--- src/rtl/pc_gen_mw.sv ---
// -----------------------------------------------------------------------------
// pc_gen_mw -- multi-wide fetch-PC generator
//
// Sits at the head of the fetch stage. It issues aligned fetch-block requests
// to the I-cache over a valid/ready handshake. Redirects come from three
// sources: flush, resolved branch and predicted branch. A redirect that
// arrives while the request is frozen (stall or back-pressure) is held in a
// one-entry pending slot, so it is never lost.
//
// Parameters
//   RESET_PC     first fetch address after reset (4-byte aligned)
//   FETCH_WIDTH  instructions per fetch block: 1, 2, 4 or 8
//
// Ports
//   clk        clock, rising edge
//   rst        synchronous active-low reset
//   stall      freezes PC and pending state (redirect capture still allowed)
//   flush      exception/eret redirect to new_pc (highest priority)
//   new_pc     flush target
//   br_e       resolved-branch redirect to br_target
//   br_target  branch target
//   bp_e       predicted-taken redirect to bp_target (lowest priority)
//   bp_target  predicted target
//   req_valid  fetch request valid (stays high after the first post-reset cycle)
//   req_pc     fetch address (the PC register)
//   req_mask   valid instruction slots within the aligned block
//   req_adel   fetch address error (req_pc not word aligned)
//   req_ready  I-cache accepts the request this cycle
// -----------------------------------------------------------------------------
module pc_gen_mw #(
    parameter logic [31:0] RESET_PC    = 32'hbfc0_0000,
    parameter int          FETCH_WIDTH = 2
) (
    input  logic                   clk,
    input  logic                   rst,
    input  logic                   stall,
    input  logic                   flush,
    input  logic [31:0]            new_pc,
    input  logic                   br_e,
    input  logic [31:0]            br_target,
    input  logic                   bp_e,
    input  logic [31:0]            bp_target,
    output logic                   req_valid,
    output logic [31:0]            req_pc,
    output logic [FETCH_WIDTH-1:0] req_mask,
    output logic                   req_adel,
    input  logic                   req_ready
);

    localparam int          BLK      = FETCH_WIDTH * 4;
    localparam int          OFF_W    = $clog2(BLK);
    localparam logic [31:0] BLK_SIZE = 32'(BLK);
    localparam logic [31:0] BLK_BASE = ~(BLK_SIZE - 32'd1);

    logic [31:0] pc;
    logic        pend_v;
    logic        pend_bp;
    logic [31:0] pend_pc;

    logic        adv;
    logic        have_redir;
    logic [31:0] tgt;
    logic [31:0] seq;

    // The request may only move when nobody is stalling and the current
    // request (if any) is being taken by the I-cache.
    assign adv = !stall && (!req_valid || req_ready);

    // Next sequential block; the 32-bit add wraps naturally at the top of the
    // address space.
    assign seq = (pc & BLK_BASE) + BLK_SIZE;

    // Redirect selection: flush > branch > pending > prediction > sequential.
    // A pending entry outranks a fresh prediction because it is older.
    always_comb begin
        // NOTE: every always_comb output gets a default before any branch so
        // that no path leaves it unassigned; that is what keeps this a mux and
        // not a latch.
        have_redir = 1'b1;
        tgt        = '0;
        if (flush) begin
            tgt = new_pc;
        end else if (br_e) begin
            tgt = br_target;
        end else if (pend_v) begin
            tgt = pend_pc;
        end else if (bp_e) begin
            tgt = bp_target;
        end else begin
            have_redir = 1'b0;
        end
    end

    always_ff @(posedge clk) begin
        // NOTE: state is updated with non-blocking assignments so every
        // register in this block samples the pre-edge values of the others.
        if (!rst) begin
            pc        <= RESET_PC;
            req_valid <= 1'b0;
            pend_v    <= 1'b0;
            pend_bp   <= 1'b0;
            pend_pc   <= '0;
        end else if (adv) begin
            if (req_valid) begin
                pc <= have_redir ? tgt : seq;
            end else begin
                // First request after reset: issue the current PC unless a
                // redirect already wants somewhere else.
                req_valid <= 1'b1;
                if (have_redir) begin
                    pc <= tgt;
                end
            end
            pend_v  <= 1'b0;
            pend_bp <= 1'b0;
        end else begin
            // Request frozen: remember the redirect for the next advance.
            // Flush/branch always overwrite; a prediction may only fill an
            // empty slot or replace an older prediction.
            if (flush || br_e) begin
                pend_v  <= 1'b1;
                pend_bp <= 1'b0;
                pend_pc <= flush ? new_pc : br_target;
            end else if (bp_e && (!pend_v || pend_bp)) begin
                pend_v  <= 1'b1;
                pend_bp <= 1'b1;
                pend_pc <= bp_target;
            end
        end
    end

    assign req_pc   = pc;
    assign req_adel = pc[0] | pc[1];

    generate
        if (FETCH_WIDTH == 1) begin : g_single
            assign req_mask = 1'b1;
        end else begin : g_multi
            int slot;

            // Slots before the entry point of the block are not fetched. A
            // misaligned PC only marks its own slot so the exception is taken
            // on exactly one instruction.
            always_comb begin
                slot     = int'(pc[OFF_W-1:2]);
                req_mask = '0;
                for (int i = 0; i < FETCH_WIDTH; i++) begin
                    req_mask[i] = req_adel ? (i == slot) : (i >= slot);
                end
            end
        end
    endgenerate

endmodule

--- config.mk ---
export PLATFORM = sky130hd
export DESIGN_NAME = pc_gen_mw
export DESIGN_NICKNAME = d
export VERILOG_FILES = /design/src/rtl/pc_gen_mw.sv
export SDC_FILE = /design/constraint.sdc
export NUM_CORES = 1
export LEC_CHECK = 0
export ABC_CLOCK_PERIOD_IN_PS = 2000
export BUFFER_PORTS_ARGS = -buffer_cell sky130_fd_sc_hd__buf_2
export CAP_MARGIN = 20
export CORE_MARGIN = 1.5
export CORE_UTILIZATION = 40
export CTS_CLUSTER_SIZE = 28
export DETAILED_ROUTE_END_ITERATION = 7
export GPL_TIMING_DRIVEN = 0
export PLACE_DENSITY = 0.65
export SETUP_SLACK_MARGIN = 0.5
export SLEW_MARGIN = 30
export SYNTH_ARGS = -nofsm -noshare
export SYNTH_HDL_FRONTEND = slang
export SYNTH_SLANG_ARGS = --single-unit
--- constraint.sdc ---
create_clock -name clk -period 2 [get_ports clk]
set_clock_uncertainty 0.1 [all_clocks]
set_input_delay 0.4 -clock clk [delete_from_list [all_inputs] [get_ports clk]]
set_output_delay 0.4 -clock clk [all_outputs]
set_load 0.02 [all_outputs]
==> results.tsv, run 1 <==
stage	metric	value	unit
synthesis	syn_area	4400	sq um
synthesis	ys.flop_type	dfxtp_1	
finish	drive_gt1_share	55.2	%
timing	maxSlewViolCount	0	
timing	maxSlewHeadroom	33.4	%
placement	dpl_cell_area	5520	sq um
finish	multiInputGateArea	3630	sq um
die	die_area	11600	sq um
finish	utilization	69.7	%
grt	grt_overflow	0	
clock_network	htree_levels	3	
placement	globalplace.congestion	0.935	
timing	rsz0062_at_grt	yes	
clock_network	tritoncts	built	
finish	final_nets	900	
die	initial_core_util	40.7	%
worst_setup_path	path_max_fanout	10	
grt	grt_pass1_vias	5896	
hold_path	worstHoldEndpoint	pend_pc[16]	
routing	viasPerCell	6.70	
power_and_ir_drop	p_leak	3.06	nW
timing	timing.final.ws_setup	-0.136	ns
synthesis	syn-mean-instance-area	7.62	sq um
routing	antenna_left	0	
synthesis	yosys_warnings	0	
routing	first_pass_iters	6	
clock_network	ctsHoldBuffers	0	
run_status	status	finished, violations left	
worst_setup_path	r2r_start	pend_v	
synthesis	synth_fp_nets	681	
clock_network	cts.sinks	67	
hold_path	hp-start	bp_target[16]	
worst_setup_path	regToRegSetupSlack	-0.14	ns
synthesis	yosysSeqAreaShare	30.5	%
synthesis	syn-instance-count	577	
clock_network	clkTransAtPathRegs	0.09	ns
run_status	violations	setup timing	
die	die_h	108	microns
worst_setup_path	worst-setup-path-type	register to register	
power_and_ir_drop	power_density	570	nW/um^2
worst_setup_path	worstPathArrival	2.29	ns
worst_setup_path	crit_required	2.16	ns
grt	grt_usage	36.4	%
synthesis	ys_ff_latch	67	
die	core	10800	sq um
finish	n_antenna_cell	0	
routing	routed-via-count	6301	
worst_setup_path	cp-startpoint	pend_v	
clock_network	clkLatencyLatePin	0.36	ns
worst_setup_path	ff2ff_path_depth	6	
clock_network	cts_buffers	9	
die	rows	38	
routing	wl	22500	microns
power_and_ir_drop	ir_drop	0.000373	V
hold_path	holdCritPathClass	input pin to register	
routing	first_iter_violations	731	
timing	hold_viol_final	0	
routing	wl_per_cell	23.9	microns
grt	grt_pass1_wl	32100	microns
finish	regArea	1400	sq um
timing	max_freq	468	MHz
finish	design_area	7520	sq um
synthesis	synth_cell_types	65	
worst_setup_path	crit_path_start_kind	register	
timing	setup_violations	10	
worst_setup_path	crit_path_end_kind	register	
finish	area_growth	71.0	%
clock_network	cts_max_path_buffers	2	
synthesis	synth_edf_count	0	
timing	worst_pin_slew	0.999	ns
routing	drc	0	
grt	grt_max_degree	13	
synthesis	async_flop_share	0	%
die	ios	139	
timing	finalCriticalPeriod	2.14	ns
clock_network	cts_root_buf	clkbuf_8	
timing	period_share	107	%
finish	nFillCells	790	
grt	antenna_found_initial	0	
worst_setup_path	reg2reg_to	req_pc[15]	
die	die_x	108	microns
job	cap_violations	0	
hold_path	hold_depth	3	
placement	dp_hpwl	14000	microns
placement	portBuffers	136	
## critical path, cell delays in order, from the launching register on
cell	delay, ns
dfxtp_2	0.33
buf_8	0.14
clkbuf_4	0.23
a22o_1	0.26
a222oi_1	0.58
a21oi_1	0.14
a31o_2	0.24
## power by group
part | leakage (nW) | total (mW) | internal, mW | switching [mW]
clock network | 0.0866 | 1.06 | 0.451 | 0.610
logic | 2.41 | 1.64 | 0.755 | 0.884
registers | 0.562 | 1.58 | 1.45 | 0.135
## worst max path at each step
stage	endpoint	slack, ns	depth (start not counted)
global placement	req_pc[24]	-0.55	7
floorplan	req_pc[25]	0.14	6
CTS	req_pc[15]	-0.11	8
finish	req_pc[15]	-0.14	6
detailed placement	req_pc[24]	-0.64	7
global route	req_pc[21]	-0.14	10
## cell usage after synthesis (all sizes together) (3+ instances only)
| master | number | area (sq um) |
|---|---|---|
| nand2 | 79 | 299 |
| mux2i | 18 | 180 |
| o22ai | 4 | 25.0 |
| nor3 | 10 | 50.1 |
| a221oi | 16 | 140 |
| a21oi | 46 | 234 |
| a311oi | 10 | 87.6 |
| a32oi | 4 | 35.0 |
| a211oi | 10 | 80.1 |
| a22o | 7 | 61.3 |
| o21ai | 54 | 270 |
| nand4 | 9 | 71.3 |
| a211o | 3 | 26.3 |
| nor2b | 18 | 113 |
| buf | 26 | 156 |
| a22oi | 17 | 128 |
| and4 | 3 | 26.3 |
| or2 | 3 | 18.8 |
| a222oi | 10 | 100 |
| o31a | 4 | 35.0 |
| o311ai | 8 | 70.1 |
| nand3 | 13 | 65.1 |
| a31oi | 8 | 50.1 |
| nor2 | 39 | 149 |
| o31ai | 9 | 67.6 |
| and3 | 4 | 25.0 |
| inv | 7 | 26.3 |
| o211ai | 7 | 52.6 |
| clkbuf | 29 | 110 |
| dfxtp | 67 | 1340 |
| nor4 | 6 | 58.8 |
## metrics by stage
step	power [mW]	hold WS (ns)	TNS [ns]	instances	setup WS [ns]
4_1_cts	4.00	0.225	-0.347	925	-0.107
3_5_place_dp	2.60	0.347	-9.42	853	-0.640
3_3_place_gp	2.57	0.341	-6.99	853	-0.546
5_1_grt	4.40	0.224	-1.40	941	-0.142
6_report	4.28	0.219	-0.445	941	-0.136
2_1_floorplan	2.18	0.336	0	577	0.136
## routing by layer
metal	wire length [microns]	global-route usage [%]	up-vias
li1	-	-	2666
met1	8350	43.7	3007
met2	10500	61.1	502
met3	2370	7.45	126
met4	1290	18.8	0
met5	0	0	-
## cell families (layout without fill, tap and decap cells)
kind of cell / count (synthesis) / count (layout) / synth area share (%)
AND/OR/NAND/NOR: 192 / 192 / 21.2
multiplexers: 19 / 19 / 4.35
buffers and inverters: 63 / 287 / 6.74
adder cells (fa/ha/maj): 1 / 1 / 0.284
AO/OA/AOI/OAI: 235 / 235 / 36.9
flip-flops: 67 / 67 / 30.5
## flip-flops by register name, indices dropped and copies added (netlist names)
name       count
pend_bp        1
req_pc        32
req_valid      1
pend_pc       32
pend_v         1
## cell type report
class                           instances  share of cell area (%)
Multi-Input combinational cell        447                    48.3
Clock buffer                           10                    1.70
Timing Repair Buffer                  208                    20.7
Inverter                                8                   0.416
Tap cell                              140                    2.33
Buffer                                 55                    7.47
Sequential cell                        67                    18.6
Clock inverter                          6                   0.549
## layout by cell type (no fill, tap or decap), types with 14 or more instances in the layout
cell type / count
a21oi_1: 22
a21oi_2: 22
nand2_4: 14
o21ai_0: 27
nand2_1: 58
buf_4: 30
nor2_1: 23
dfxtp_1: 39
buf_6: 46
dfxtp_2: 20
buf_2: 134
nor2b_1: 15
o21ai_1: 16
mux2i_1: 18
## repair_timing
item,4_1_cts,5_1_grt
buffers inserted,47,16
gates resized for setup,191,110
cloned,9,0
pin swaps,58,49
hold endpoints to repair,0,0
setup endpoints to repair,73,73
Note: power is estimated with default switching activity, not from simulation.
==> run 2, diff against run 1 <==
--- a/config.mk
+++ b/config.mk
@@ -9,11 +9,11 @@
 export BUFFER_PORTS_ARGS = -buffer_cell sky130_fd_sc_hd__buf_2
 export CAP_MARGIN = 20
 export CORE_MARGIN = 1.5
-export CORE_UTILIZATION = 40
-export CTS_CLUSTER_SIZE = 28
+export CORE_UTILIZATION = 47
+export CTS_CLUSTER_SIZE = 16
 export DETAILED_ROUTE_END_ITERATION = 7
 export GPL_TIMING_DRIVEN = 0
-export PLACE_DENSITY = 0.65
+export PLACE_DENSITY = 0.74
 export SETUP_SLACK_MARGIN = 0.5
 export SLEW_MARGIN = 30
 export SYNTH_ARGS = -nofsm -noshare
==> run 2 against run 1 <==
- the flow still finishes with violations (setup timing)
- routed wire length increased by 16%
- setup slack got worse by 0.14 ns
- combinational power about the same
- first-iteration DRC count increased by 61%
- maximum frequency decreased by 6.0%
- global-route usage increased by 6.7 points
- highest routed layer unchanged
==> results.tsv, run 2 (same netlist as run 1, synthesis figures left out) <==
stage	metric	value	unit
run_status	status	finished, violations left	
finish	layout_commonest_cell	buf_2	
power_and_ir_drop	internal_power	2.80	mW
die	rows	35	
power_and_ir_drop	p_seq_share	35.2	%
die	die_area	9950	sq um
worst_setup_path	reg2reg_to	req_pc[15]	
grt	antenna_found_initial	0	
timing	timing.final.ws_setup	-0.273	ns
worst_setup_path	worstPathArrival	2.45	ns
timing	period_share	114	%
worst_setup_path	crit_path_end_kind	register	
timing	maxSlewHeadroom	38.1	%
routing	dr_wl_met3	3610	microns
routing	highest_layer	met4	
clock_network	cts_max_path_buffers	2	
die	die_x	99.7	microns
placement	portBuffers	136	
die	ios	139	
clock_network	htree_levels	3	
worst_setup_path	cp_common_cell	buf_6	
placement	globalplace.congestion	0.953	
routing	first_pass_iters	8	
worst_setup_path	worst-setup-path-type	register to register	
clock_network	clkLatencyLatePin	0.38	ns
power_and_ir_drop	comb_power_share	36.9	%
hold_path	hp-start	bp_target[3]	
routing	wl_met1	8600	microns
routing	first_iter_violations	1174	
finish	drive_gt1_share	57.3	%
grt	grt_pass1_wl	32600	microns
worst_setup_path	ff2ff_path_depth	8	
grt	grt_pass1_vias	5962	
clock_network	cts_root_buf	clkbuf_8	
routing	wl_per_cell	28.6	microns
finish	final_nets	903	
worst_setup_path	regToRegSetupSlack	-0.27	ns
power_and_ir_drop	power_density	587	nW/um^2
routing	wl	26200	microns
timing	rsz0062_at_grt	yes	
hold_path	holdCritPathClass	input pin to register	
timing	max_freq	440	MHz
routing	routed-via-count	6887	
timing	hold_slack	0.213	ns
power_and_ir_drop	switching_share	38.1	%
die	initial_core_util	48.1	%
grt	grt_usage	43.1	%
clock_network	tritoncts	built	
timing	worst_pin_slew	0.928	ns
routing	dr_wl_met2	11400	microns
power_and_ir_drop	clkPwrFrac	27.8	%
timing	maxSlewViolCount	0	
grt	grt_max_degree	13	
clock_network	ctsHoldBuffers	0	
finish	most-common-layout-cells	137 x buf_2, 51 x nand2_1, 38 x dfxtp_1	
worst_setup_path	slowest_stage	a222oi_1	
worst_setup_path	crit_required	2.18	ns
power_and_ir_drop	p_leak	3.17	nW
worst_setup_path	r2r_start	pend_v	
worst_setup_path	crit_path_start_kind	register	
routing	drc	0	
grt	grt_overflow	0	
power_and_ir_drop	ir_drop	0.000457	V
routing	viasPerCell	7.53	
finish	nFillCells	448	
clock_network	clkTransAtPathRegs	0.10	ns
finish	n_antenna_cell	0	
run_status	violations	setup timing	
worst_setup_path	slowest_delay	0.71	ns
finish	area_growth	75.6	%
timing	hold_viol_final	0	
timing	tns	-3.77	ns
die	die_h	99.7	microns
timing	setup_violations	32	
hold_path	worstHoldEndpoint	pend_pc[3]	
clock_network	cts.sinks	67	
timing	finalCriticalPeriod	2.27	ns
worst_setup_path	path_max_fanout	4	
hold_path	hold_depth	3	
clock_network	cts_buffers	9	
routing	antenna_left	0	
worst_setup_path	crit_chain	buf_6 > nor2b_4 > buf_6 > buf_8 > a22o_1 > a222oi_1 > a21oi_1 > a31o_2	
placement	dp_hpwl	13600	microns
job	cap_violations	0	
power_and_ir_drop	p_sw	1.73	mW
die	core	9150	sq um
[run 2: cell type report]
type | count | area (sq um) | share of cell area, %
repair buffers | 211 | 1690 | 21.9
plain buffers | 55 | 589 | 7.63
well taps | 111 | 139 | 1.80
flip-flops and latches | 67 | 1400 | 18.1
multi-input cells | 447 | 3680 | 47.6
inverters | 8 | 31.3 | 0.405
clock buffers | 10 | 138 | 1.78
clock inverters | 6 | 62.6 | 0.810
[run 2: worst max-delay path, delay by kind of cell, from the launching register on]
| kind | cells | cell delay (ns) |
|---|---|---|
| and+or+nand+nor | 1 | 0.04 |
| buffers and inverters | 3 | 0.35 |
| AOI/OAI and AO/OA | 4 | 1.33 |
| DFF | 1 | 0.33 |
[run 2: through the flow]
step	setup WS, ns	instances	total power, mW	utilization (%)	area [sq um]
final	-0.273	915	4.53	84.4	7720
after detailed placement	-0.491	824	2.59	59.9	5480
after global routing	-0.302	915	4.60	84.4	7720
after floorplan	0.136	577	2.18	-	4660
after global placement	-0.503	824	2.57	59.9	5480
after CTS	-0.109	891	4.09	75.6	6920
[run 2: per-layer routing]
metal  GRT usage, %  vias up
met4           28.9        0
met5              0        -
li1               -     2682
met3           12.2      288
met1           51.5     3146
met2           67.3      771
[run 2: timing repair]
action	in CTS	in global routing
pin swaps	53	53
setup endpoints to repair	72	75
buffers inserted	39	21
cloned	12	3
resized for setup	172	127
[run 2: worst max path at each step]
stage                       endpoint  slack (ns)  startpoint
after floorplan           req_pc[25]        0.14  req_pc[15]
after global placement    req_pc[23]       -0.50        bp_e
after detailed placement  req_pc[24]       -0.49      pend_v
after CTS                 req_pc[15]       -0.11      pend_v
after global routing      req_pc[13]       -0.30      pend_v
final                     req_pc[15]       -0.27      pend_v
[run 2: power groups by stage]
stage,registers [mW],logic [mW],clock network [mW]
detailed placement,1.58,1.01,0
floorplan,1.62,0.561,0
finish,1.60,1.67,1.26
CTS,1.57,1.31,1.21
global placement,1.58,0.992,0
global route,1.60,1.71,1.29
